### src/rtl/rb_alu_seq.sv
// rb_alu_seq: arbitrates the register-bank write port and the 32-bit ALU between
// an ALU-instruction channel and an immediate-load channel. Optional macro: R0_ZERO_EN.
module rb_alu_seq #(
    parameter int ADDR_W = 4,
    parameter int DATA_W = 32,
    parameter int OP_W   = 4
) (
    input  logic              CLK,
    input  logic              rst,
    input  logic              ins_valid,
    output logic              ins_ready,
    input  logic [OP_W-1:0]   ins_op,
    input  logic [ADDR_W-1:0] ins_rd,
    input  logic [ADDR_W-1:0] ins_rs1,
    input  logic [ADDR_W-1:0] ins_rs2,
    input  logic              ld_valid,
    output logic              ld_ready,
    input  logic [ADDR_W-1:0] ld_addr,
    input  logic [DATA_W-1:0] ld_data,
    output logic [ADDR_W-1:0] rb_rs1_addr,
    output logic [ADDR_W-1:0] rb_rs2_addr,
    output logic [ADDR_W-1:0] rb_rd_addr,
    output logic [DATA_W-1:0] rb_wdata,
    output logic              rb_we,
    input  logic [DATA_W-1:0] rb_rs1_data,
    input  logic [DATA_W-1:0] rb_rs2_data,
    output logic [DATA_W-1:0] alu_a,
    output logic [DATA_W-1:0] alu_b,
    output logic [OP_W-1:0]   alu_op,
    input  logic [DATA_W-1:0] alu_y,
    output logic              busy,
    output logic              done,
    output logic [DATA_W-1:0] last_result
);

`ifdef R0_ZERO_EN
    localparam logic R0_ZERO = 1'b1;
`else
    localparam logic R0_ZERO = 1'b0;
`endif

    typedef enum logic [2:0] {
        ST_IDLE = 3'd0,
        ST_RD   = 3'd1,
        ST_EX   = 3'd2,
        ST_WB   = 3'd3,
        ST_LD   = 3'd4
    } state_t;

    state_t            state_r;
    logic              prio_ins_r;
    logic [OP_W-1:0]   op_r;
    logic [ADDR_W-1:0] rd_r;
    logic [ADDR_W-1:0] rs1_r;
    logic [ADDR_W-1:0] rs2_r;
    logic [ADDR_W-1:0] ld_addr_r;
    logic [DATA_W-1:0] ld_data_r;
    logic [DATA_W-1:0] opa_r;
    logic [DATA_W-1:0] opb_r;
    logic [DATA_W-1:0] res_r;
    logic [ADDR_W-1:0] rb_rd_addr_r;
    logic [DATA_W-1:0] rb_wdata_r;
    logic              rb_we_r;
    logic              busy_r;
    logic              done_r;
    logic [DATA_W-1:0] last_result_r;
    logic              ins_grant_s;
    logic              ld_grant_s;
    logic              conflict_s;

    function automatic logic is_zero_reg(input logic [ADDR_W-1:0] addr);
        return R0_ZERO && (addr == {ADDR_W{1'b0}});
    endfunction

    // Bank data as seen by the datapath (register 0 may read as constant zero).
    function automatic logic [DATA_W-1:0] read_val(input logic [ADDR_W-1:0] addr,
                                                    input logic [DATA_W-1:0] data);
        return is_zero_reg(addr) ? {DATA_W{1'b0}} : data;
    endfunction

    // Grant arbitration: only in IDLE, alternating when both channels request.
    always_comb begin
        ins_grant_s = 1'b0;
        ld_grant_s  = 1'b0;
        conflict_s  = ins_valid & ld_valid;
        if (state_r == ST_IDLE) begin
            ins_grant_s = ins_valid & (~ld_valid | prio_ins_r);
            ld_grant_s  = ld_valid & (~ins_valid | ~prio_ins_r);
        end else begin
            ins_grant_s = 1'b0;
            ld_grant_s  = 1'b0;
        end
    end

    // Sequencer FSM with registered Moore outputs.
    always_ff @(posedge CLK or negedge rst) begin
        if (!rst) begin
            state_r       <= ST_IDLE;
            prio_ins_r    <= 1'b0;
            op_r          <= {OP_W{1'b0}};
            rd_r          <= {ADDR_W{1'b0}};
            rs1_r         <= {ADDR_W{1'b0}};
            rs2_r         <= {ADDR_W{1'b0}};
            ld_addr_r     <= {ADDR_W{1'b0}};
            ld_data_r     <= {DATA_W{1'b0}};
            opa_r         <= {DATA_W{1'b0}};
            opb_r         <= {DATA_W{1'b0}};
            res_r         <= {DATA_W{1'b0}};
            rb_rd_addr_r  <= {ADDR_W{1'b0}};
            rb_wdata_r    <= {DATA_W{1'b0}};
            rb_we_r       <= 1'b0;
            busy_r        <= 1'b0;
            done_r        <= 1'b0;
            last_result_r <= {DATA_W{1'b0}};
        end else begin
            case (state_r)
                ST_IDLE: begin
                    rb_we_r <= 1'b0;
                    done_r  <= 1'b0;
                    if (ins_grant_s) begin
                        op_r    <= ins_op;
                        rd_r    <= ins_rd;
                        rs1_r   <= ins_rs1;
                        rs2_r   <= ins_rs2;
                        busy_r  <= 1'b1;
                        state_r <= ST_RD;
                        if (conflict_s) begin
                            prio_ins_r <= ~prio_ins_r;
                        end
                    end else if (ld_grant_s) begin
                        ld_addr_r    <= ld_addr;
                        ld_data_r    <= ld_data;
                        rb_rd_addr_r <= ld_addr;
                        rb_wdata_r   <= ld_data;
                        rb_we_r      <= ~is_zero_reg(ld_addr);
                        done_r       <= 1'b1;
                        busy_r       <= 1'b1;
                        state_r      <= ST_LD;
                        if (conflict_s) begin
                            prio_ins_r <= ~prio_ins_r;
                        end
                    end else begin
                        busy_r  <= 1'b0;
                        state_r <= ST_IDLE;
                    end
                end
                ST_RD: begin
                    opa_r   <= read_val(rs1_r, rb_rs1_data);
                    opb_r   <= read_val(rs2_r, rb_rs2_data);
                    state_r <= ST_EX;
                end
                ST_EX: begin
                    // Write fields are loaded here so they are stable for the whole WB cycle.
                    res_r        <= alu_y;
                    rb_rd_addr_r <= rd_r;
                    rb_wdata_r   <= alu_y;
                    rb_we_r      <= ~is_zero_reg(rd_r);
                    done_r       <= 1'b1;
                    state_r      <= ST_WB;
                end
                ST_WB: begin
                    last_result_r <= read_val(rd_r, res_r);
                    rb_we_r       <= 1'b0;
                    done_r        <= 1'b0;
                    busy_r        <= 1'b0;
                    state_r       <= ST_IDLE;
                end
                ST_LD: begin
                    last_result_r <= read_val(ld_addr_r, ld_data_r);
                    rb_we_r       <= 1'b0;
                    done_r        <= 1'b0;
                    busy_r        <= 1'b0;
                    state_r       <= ST_IDLE;
                end
                default: begin
                    rb_we_r <= 1'b0;
                    done_r  <= 1'b0;
                    busy_r  <= 1'b0;
                    state_r <= ST_IDLE;
                end
            endcase
        end
    end

    assign ins_ready   = ins_grant_s;
    assign ld_ready    = ld_grant_s;
    assign rb_rs1_addr = rs1_r;
    assign rb_rs2_addr = rs2_r;
    assign rb_rd_addr  = rb_rd_addr_r;
    assign rb_wdata    = rb_wdata_r;
    assign rb_we       = rb_we_r;
    assign alu_a       = opa_r;
    assign alu_b       = opb_r;
    assign alu_op      = op_r;
    assign busy        = busy_r;
    assign done        = done_r;
    assign last_result = last_result_r;

endmodule

### config.mk
export PLATFORM = sky130hd
export DESIGN_NAME = rb_alu_seq
export DESIGN_NICKNAME = d
export VERILOG_FILES = /design/src/rtl/rb_alu_seq.sv
export SDC_FILE = /design/constraint.sdc
export NUM_CORES = 1
export LEC_CHECK = 0
export ABC_AREA = 1
export CAP_MARGIN = 0
export CORE_ASPECT_RATIO = 1.75
export CORE_UTILIZATION = 48
export CTS_BUF_LIST = sky130_fd_sc_hd__clkbuf_4
export CTS_CLUSTER_SIZE = 25
export DETAILED_ROUTE_END_ITERATION = 10
export GPL_TIMING_DRIVEN = 0
export PLACE_DENSITY_LB_ADDON = 0.08
export REMOVE_ABC_BUFFERS = 1
export SLEW_MARGIN = 20
export SYNTH_ARGS = -nofsm -noshare
export SYNTH_HDL_FRONTEND = slang
export SYNTH_SLANG_ARGS = --single-unit
### constraint.sdc
create_clock -name CLK -period 2.1 [get_ports CLK]
set_input_delay 0.63 -clock CLK [delete_from_list [all_inputs] [get_ports CLK]]
set_output_delay 0.63 -clock CLK [all_outputs]
set_load 0.02 [all_outputs]
==> results.md <==
* Clock buffer count from CTS at 51
* I/O pin total at 301
* Slew Viols, Final at 0
* Data required, critical path at 1.47 ns
* GRT overflow at 0
* Crit. End Element: output port
* Clock Latency Late Sink at 0.65 ns
* Htree depth at 2
* Worst-path fanout max at 6
* Slew @ Worst Pin at 0.618 ns
* CTS tree: yes
* Leak at 7.27 nW
* Die Ht at 186 microns
* DRC viols at 0
* GPL Wtd Cong at 0.805
* DR top layer: met4
* Register area share after synthesis at 58.5%
* Outcome: complete, but fails checks
* Met3 WL post-DR at 2590 microns
* Unrepaired setup endpoints after global routing: yes
* Endpoints failing setup at 2
* Area after DPL at 12,500 sq um
* Slew Limit Headroom at 58.8%
* Cells after synthesis at 1,096
* Clock Sinks at 218
* Core Util, Final at 70.2%
* Vias in the first global route at 8,659
* Met2 wire length at 15,600 microns
* Ys Warns at 0
* Root buffer cell: clkbuf_4
* Synth unique cells at 22
* Final Cell Area at 13,400 sq um
* # rows at 67
* Largest net degree at the start of global routing at 78
* Crit path time final at 2.27 ns
* Max Root-Sink Buffers at 3
* Pre-antenna DRT Iters at 5
* Initial Util at 48.8%
* FMAX at 441 MHz
* Overall Power at 21.1 mW
* Max Cap Violations at 0
* Area of the core at 19,100 sq um
* Clock Skew at 0.0443 ns
* DR vias/cell at 5.13
* Worst Hold Class: in -> reg
* Synth Register Bits at 218
* Critical Path AT at 1.64 ns
* Full die area at 20,000 sq um
* Clk slew on worst S/H paths at 0.07 ns
* Final worst-path cycle share at 108%
* Cell total after placement at 1,576
* First-pass GRT wire length at 46,400 microns
* Detailed Place HPWL at 17,300 microns
* Layout cells sized above 1 at 10.4%
* DR WL/cell at 17.8 microns
* Mapped cell area at 9320 sq um
* Total Wirelength at 30,300 microns
* Nets at 1,580
* Hold Vio Cnt, Final at 0
* Avg Cell Area, Syn at 8.51 sq um
* Post-Route M1 WL at 11,000 microns
* FF-to-FF setup slack at 0.05 ns
* Layout Cells excl Fill at 1,703
* Die X at 107 microns
* Type of the worst setup path: reg -> out
* Startpoint types: flop
* I/O Buffers at 300
* Failing checks: negative setup slack
* Via count at 8,741
* Worst vdd ir at 0.000936 V
* GRT Total Usage at 30.3%
* Starting DRT DRC Count at 430
* Area Overhead vs Synth at 43.9%
* Final worst slack at -0.167 ns
* ANT nets after route at 0
* Initial antenna violation count at 2
* Pwr Density at 1570 nW/um^2
-- final cells by class --
type / instances / area, sq um
multi-input cells: 709 / 3300
clock buffers: 77 / 578
clock inverters: 8 / 31.3
well taps: 241 / 302
fillers: 1670 / 5690
repair buffers: 340 / 3270
inverters: 106 / 454
repair inverters: 2 / 17.5
diodes: 2 / 5.00
flip-flops and latches: 218 / 5460
-- what timing repair did --
item	in CTS	in global routing
hold buffers	1	0
setup buffers	21	9
pin swaps	4	6
resized for setup	191	6
cloned	7	3
endpoints found under the hold margin	33	0
endpoints found under the setup margin	367	89
-- final timing paths --
path	startpoint	end	cells past startpoint
max	state_r[2]	ins_ready	6
min	ins_valid	prio_ins_r	3
max reg2reg	state_r[2]	last_result[30]	7
min reg2reg	ld_data_r[23]	ld_data_r[23]	2
max in group asynchronous	rst	rb_rd_addr[1]	3
min in group asynchronous	rst	rb_wdata[18]	2
-- synthesized netlist by cell type, drive strengths merged --
master	instances	area, sq um
nand3	77	398
nand4	41	257
a21boi	1	7.51
buf	55	307
nor2	6	38.8
clkbuf	15	56.3
dfrtp	218	5460
clkinv	1	5.00
o21ai	98	502
inv	105	394
nand2	454	1720
nand3b	25	188
-- critical path, cell delays in order, from the launching register on --
cell,delay [ns]
dfrtp_4,0.55
inv_16,0.09
nand2_8,0.07
inv_8,0.07
nand2_8,0.06
clkinv_8,0.06
buf_8,0.10
-- kinds of logic (layout without fill, tap and decap cells) --
| kind of cell | count (synthesis) | count (layout) | synth area share, % |
|---|---|---|---|
| other | 0 | 2 | 0 |
| DFF | 218 | 218 | 58.5 |
| AOI/OAI and AO/OA | 99 | 100 | 5.46 |
| and+or+nand+nor | 603 | 609 | 27.9 |
| buffers and inverters | 176 | 533 | 8.17 |
-- layout by cell type (no fill, tap or decap), drive strengths merged --
cell,count
nand2,454
dfrtp,218
clkdlybuf4s50,148
dlygate4sd2,147
inv,110
o21ai,99
nand3,82
clkbuf,77
nand4,41
buf,41
nand3b,25
nor2,7
clkinv,6
diode,2
dlymetal6s2s,2
a21boi,1
bufbuf,1
dlygate4sd3,1
-- per-layer routing --
layer | GRT usage [%] | up-vias
li1 | - | 4155
met1 | 34.1 | 4104
met2 | 53.0 | 405
met3 | 7.65 | 77
met4 | 14.3 | 0
met5 | 0 | -
-- per-stage QoR --
stage	TNS (ns)	hold WS, ns	setup WS [ns]
floorplan	-226.72	0.334	-1.88
global placement	-2614.25	0.444	-9.07
detailed placement	-228.79	0.450	-1.70
CTS	-0.476	0.465	-0.250
global route	-0.422	0.403	-0.222
finish	-0.298	0.413	-0.167
-- state kept, by name (all words and copies together), names as in the netlist --
| signal | flops |
|---|---|
| rb_rs1_addr | 4 |
| rb_rd_addr | 4 |
| ld_data_r | 32 |
| rd_r | 4 |
| rb_rs2_addr | 4 |
| rb_wdata | 32 |
| alu_op | 4 |
| alu_a | 32 |
| done | 1 |
| last_result | 32 |
| res_r | 32 |
| state_r | 3 |
| busy | 1 |
| prio_ins_r | 1 |
| alu_b | 32 |
-- where the power goes --
part	internal [mW]	leakage (nW)	switching, mW
clock network	1.66	0.377	1.65
logic	3.73	4.19	6.87
registers	6.25	2.70	0.985
Power figures use the tool's default switching activity.
==> patch 1 (config.mk and constraints unchanged) <==
Add a define of `R0_ZERO_EN`.
--- a/src/rtl/rb_alu_seq.sv
+++ b/src/rtl/rb_alu_seq.sv
@@ -1,5 +1,7 @@
 // rb_alu_seq: arbitrates the register-bank write port and the 32-bit ALU between
 // an ALU-instruction channel and an immediate-load channel. Optional macro: R0_ZERO_EN.
+`define R0_ZERO_EN
+
 module rb_alu_seq #(
     parameter int ADDR_W = 4,
     parameter int DATA_W = 32,
Check against the original RTL: not equivalent (a bounded check fails within 4 cycles, from zero or initial values and one cycle with rst low).
==> patch 1 against the original RTL <==
- the run still ends with setup timing left
- power fell by 1.3%
- final area is 0.28% lower
- clock power rose by 3%
- setup slack improved by 0.049 ns
- area after synthesis is 0.75% higher
- sequential cell count rose by 5
- routed wire length decreased by 3.4%
- count of clock-buffer cells in the layout rose by 3
- critical path depth is 2 lower
- critical endpoint unchanged
- highest routed layer unchanged
==> patch 1: results (changes against the original RTL) <==
* Final setup TNS at -0.220 ns (was -0.298 ns)
* Layout Skew at 0.0452 ns (was 0.0443 ns)
* Setup crit start: state_r[1] (was state_r[2])
* Worst Hold End: alu_op[1] (was prio_ins_r)
* Worst skew pair latency at 0.65 ns (about the same)
* Ys Warns at 0 (unchanged)
* Worst reg2reg path endpoint: rb_wdata[4] (was last_result[30])
* Starting DRT DRC Count at 612 (was 430)
* Min-delay worst type: flip-flop to flip-flop (was primary input to flip-flop)
* Final Worst Setup Slack at -0.117 ns (was -0.167 ns)
* All-layer global routing usage at 0.296 (was 0.303)
* Port Buffers at 300 (unchanged)
* Number of global-route vias before repair at 8751 (was 8659)
* Netlist cell types at 17 (was 22)
* R2R cell count at 8 (was 7)
* TritonRoute pass-1 iters at 5 (unchanged)
* Slew HR at 0.226 (was 0.588)
* CTS root buf: clkbuf_4 (unchanged)
* Clk pin slew, worst setup/hold paths at 0.07 ns (about the same)
* TritonCTS buffer count at 50 (was 51)
* Initial antenna violation count at 2 (unchanged)
* Crit-path max cell delay at 0.46 ns (was 0.55 ns)
* Crit-path slowest cell: dfrtp_2 (was dfrtp_4)
* # fillers at 1643 (was 1670)
* Gate Count Post-Synth at 1109 (was 1096)
* Failing checks: setup timing (unchanged)
* Leak at 7.22 nW (was 7.27 nW)
* Flop2flop setup slack at 0.08 ns (was 0.05 ns)
* EDFF count, synth at 0 (unchanged)
* Post-layout nets at 1569 (was 1580)
* Worst VDD drop at 0.000959 V (was 0.000936 V)
* R2R Path Start: state_r[0] (was state_r[2])
* CTS Buffer Depth at 3 (unchanged)
* Inst Count DP at 1585 (was 1576)
* Hold-critical path depth at 2 (was 3)
* Worst Path Arrival at 1.59 ns (was 1.64 ns)
* Post-synth ARST share at 1.00 (unchanged)
* Via Count at 9018 (was 8741)
* Hold_sp: alu_op[1] (was ins_valid)
* Dominant cells by area after synthesis: dfrtp_1 (59%), nand2_1 (20%), nand3_1 (13%) (was dfrtp_1 (59%), nand2_1 (18%), o21ai_0 (4.7%))
* Layout cell share with drive strength beyond 1 at 0.0955 (was 0.104)
* First-pass GRT wire length at 46200 um (was 46400 um)
* # setup viols final at 2 (unchanged)
* Outcome: finished with violations (unchanged)
* Top post-synthesis cells by count: nand2_1 (506), nand3_1 (235), dfrtp_1 (223), nand4_1 (38), buf_2 (37) (was nand2_1 (451), dfrtp_1 (218), inv_1 (100), o21ai_0 (87), nand3_1 (76))
* CP max FO at 3 (was 6)
* Final RePlAce weighted congestion at 0.770 (was 0.805)
* Seq/Total Area, Yosys at 0.594 (was 0.585)
* Htree depth at 2 (unchanged)
* Largest net degree at the start of global routing at 98 (was 78)
* Via density at 5.31 (was 5.13)
* DRT Wirelength at 29300 um (was 30300 um)
* Detail Placement HPWL at 17600 um (was 17300 um)
[patch 1: logic make-up after synthesis]
kind of cell / Yosys count / share of synthesized area
DFF: 223 / 0.594
AOI/OAI and AO/OA: 3 / 0.00280
and+or+nand+nor: 794 / 0.361
buffers and inverters: 89 / 0.0417
[patch 1: final cells by class]
| cell class | count | area share |
|---|---|---|
| Clock buffer | 80 | 0.0449 |
| Clock inverter | 10 | 0.00290 |
| Timing Repair Buffer | 331 | 0.243 |
| Sequential cell | 223 | 0.417 |
| Antenna cell | 2 | 0.000374 |
| Multi-Input combinational cell | 799 | 0.263 |
| Inverter | 12 | 0.00598 |
| Tap cell | 241 | 0.0225 |
[patch 1: metrics by stage]
step / hold WS, ns / utilization / setup WS, ns / area (um^2)
after floorplan: 0.334 / - / -2.28 / 9050
after global placement: 0.454 / 0.643 / -9.13 / 12400
after detailed placement: 0.459 / 0.658 / -0.983 / 12600
after CTS: 0.443 / 0.696 / -0.198 / 13400
after global routing: 0.489 / 0.697 / -0.174 / 13400
final: 0.472 / 0.697 / -0.117 / 13400
[patch 1: timing repair]
action                                  4_1_cts  5_1_grt
setup buffers                                14        3
endpoints found under the setup margin      371      140
resized for setup                           178        6
pin swaps                                     4        3
hold buffers                                  1        0
gates cloned                                  4        0
endpoints found under the hold margin        46        0
[patch 1: worst max-delay path by stage]
stage	end	slack (ns)
after floorplan	rb_rd_addr[0]	-2.28
after global placement	rb_wdata[25]	-9.13
after detailed placement	rb_wdata[19]	-0.98
after CTS	ins_ready	-0.20
after global routing	ins_ready	-0.17
final	ins_ready	-0.12
[patch 1: worst max-delay path: cells and delay by family (launching register included)]
kind | cells | cell delay [ns]
DFF | 1 | 0.46
buffers and inverters | 1 | 0.12
and+or+nand+nor | 3 | 0.38
[patch 1: where the power goes]
part           switching (W)  internal [W]
registers            0.00104       0.00630
clock network        0.00169       0.00172
logic                0.00655       0.00358
[patch 1: metal layers]
| layer | vias up | track usage | share of wire |
|---|---|---|---|
| met5 | - | 0 | 0 |
| li1 | 4268 | - | - |
| met3 | 51 | 0.0679 | 0.084 |
| met4 | 0 | 0.124 | 0.029 |
| met1 | 4319 | 0.351 | 0.38 |
| met2 | 380 | 0.508 | 0.50 |
==> patch 2 (same settings) <==
Made on the original files. Make the reset (`rst`) synchronous in one clocked block.
--- a/src/rtl/rb_alu_seq.sv
+++ b/src/rtl/rb_alu_seq.sv
@@ -93,7 +93,7 @@
     end
 
     // Sequencer FSM with registered Moore outputs.
-    always_ff @(posedge CLK or negedge rst) begin
+    always_ff @(posedge CLK) begin
         if (!rst) begin
             state_r       <= ST_IDLE;
             prio_ins_r    <= 1'b0;
Function: differs if rst is asserted again (counterexample within 4 cycles, from zero or initial values and one cycle with rst low); with rst held inactive, the same outputs for 4 cycles.
==> patch 2 against the original RTL <==
- clock skew is 0.017 ns lower
- final area down 4.0%
- highest routed layer unchanged
- critical path type unchanged
- the run still ends with setup timing left
- area after synthesis down 6.0%
- utilization grew 1.5 points
- sequential cell count did not move
- global-route usage down 0.92 points
- sequential share of layout area fell by 6.7 points
- setup slack got worse by 0.038 ns
- via count up 6.8%
- critical path depth fell by 1
- routed wire length is 4.3% lower
Power is not compared: it rests on default switching activity, and its combinational part moved more than twofold at a synthesized area within 25%.
==> patch 2: results (changes against the original RTL) <==
* TritonCTS buffer count at 50 (was 51)
* Final Worst Setup Slack at -0.204 ns (was -0.167 ns)
* CP max FO at 22 (was 6)
* Crit-path slowest cell: dfxtp_4 (was dfrtp_4)
* First-pass GRT wire length at 44400 um (was 46400 um)
* Layout cell share with drive strength beyond 1 at 0.0950 (was 0.104)
* Primary FF master, synth: dfxtp_1 (was dfrtp_1)
* Final RePlAce weighted congestion at 0.803 (was 0.805)
* Met2 usage at 0.546 (was 0.530)
* Non-clk invs at 85 (was 108)
* Largest net degree at the start of global routing at 82 (was 78)
* Non-clock buffer share at 0.262 (was 0.244)
* Seq/Total Area, Yosys at 0.498 (was 0.585)
* Failing checks: setup timing (unchanged)
* Gate Count Post-Synth at 1232 (was 1096)
* Flop2flop setup slack at -0.07 ns (was 0.05 ns)
* Post-layout nets at 1690 (was 1580)
* Dominant cells by area after synthesis: dfxtp_1 (50%), nand2_1 (15%), a21oi_1 (7.6%) (was dfrtp_1 (59%), nand2_1 (18%), o21ai_0 (4.7%))
* Setup crit start: state_r[2] (unchanged)
* Starting DRT DRC Count at 570 (was 430)
* Multi-input logic area at 3830 um^2 (was 3300 um^2)
* Clk_buf instances at 73 (was 77)
* Met3 routed WL at 2200 um (was 2590 um)
* # setup viols final at 34 (was 2)
* R2R Path Start: state_r[0] (was state_r[2])
* Worst skew pair latency at 0.63 ns (was 0.65 ns)
* Met1 WL at 10900 um (was 11000 um)
* Worst reg2reg path endpoint: last_result[22] (was last_result[30])
* Multi-In Gates at 841 (was 709)
* Crit-path max cell delay at 0.47 ns (was 0.55 ns)
* Outcome: finished with violations (unchanged)
* Via density at 5.17 (was 5.13)
* Met1 Use GR at 0.313 (was 0.341)
* Detail Placement HPWL at 17100 um (was 17300 um)
* Post-synth ARST share at 0 (was 1.00)
==> patch 2: power groups by stage <==
stage / combinational [W] / clock [W] / sequential (W)
after global placement: 0.00231 / 0 / 0.00476
after floorplan: 0.000924 / 0 / 0.00500
after detailed placement: 0.00244 / 0 / 0.00474
after global routing: 0.00275 / 0.00345 / 0.00469
after CTS: 0.00248 / 0.00326 / 0.00464
final: 0.00254 / 0.00319 / 0.00464
==> patch 2: per-stage QoR <==
stage | area [um^2] | setup WS (ns) | power [W] | hold WS (ns)
CTS | 12700 | -0.362 | 0.0104 | 0.410
global route | 12900 | -0.243 | 0.0109 | 0.397
detailed placement | 12000 | -1.47 | 0.00718 | 0.452
finish | 12900 | -0.204 | 0.0104 | 0.392
floorplan | 8370 | -2.03 | 0.00593 | 0.441
global placement | 11700 | -5.05 | 0.00706 | 0.449
==> patch 2: timing repair <==
item | CTS | global route
pin swaps | 5 | 6
setup buffers | 13 | 17
gates cloned | 5 | 3
setup endpoints to repair | 366 | 29
resized for setup | 197 | 12
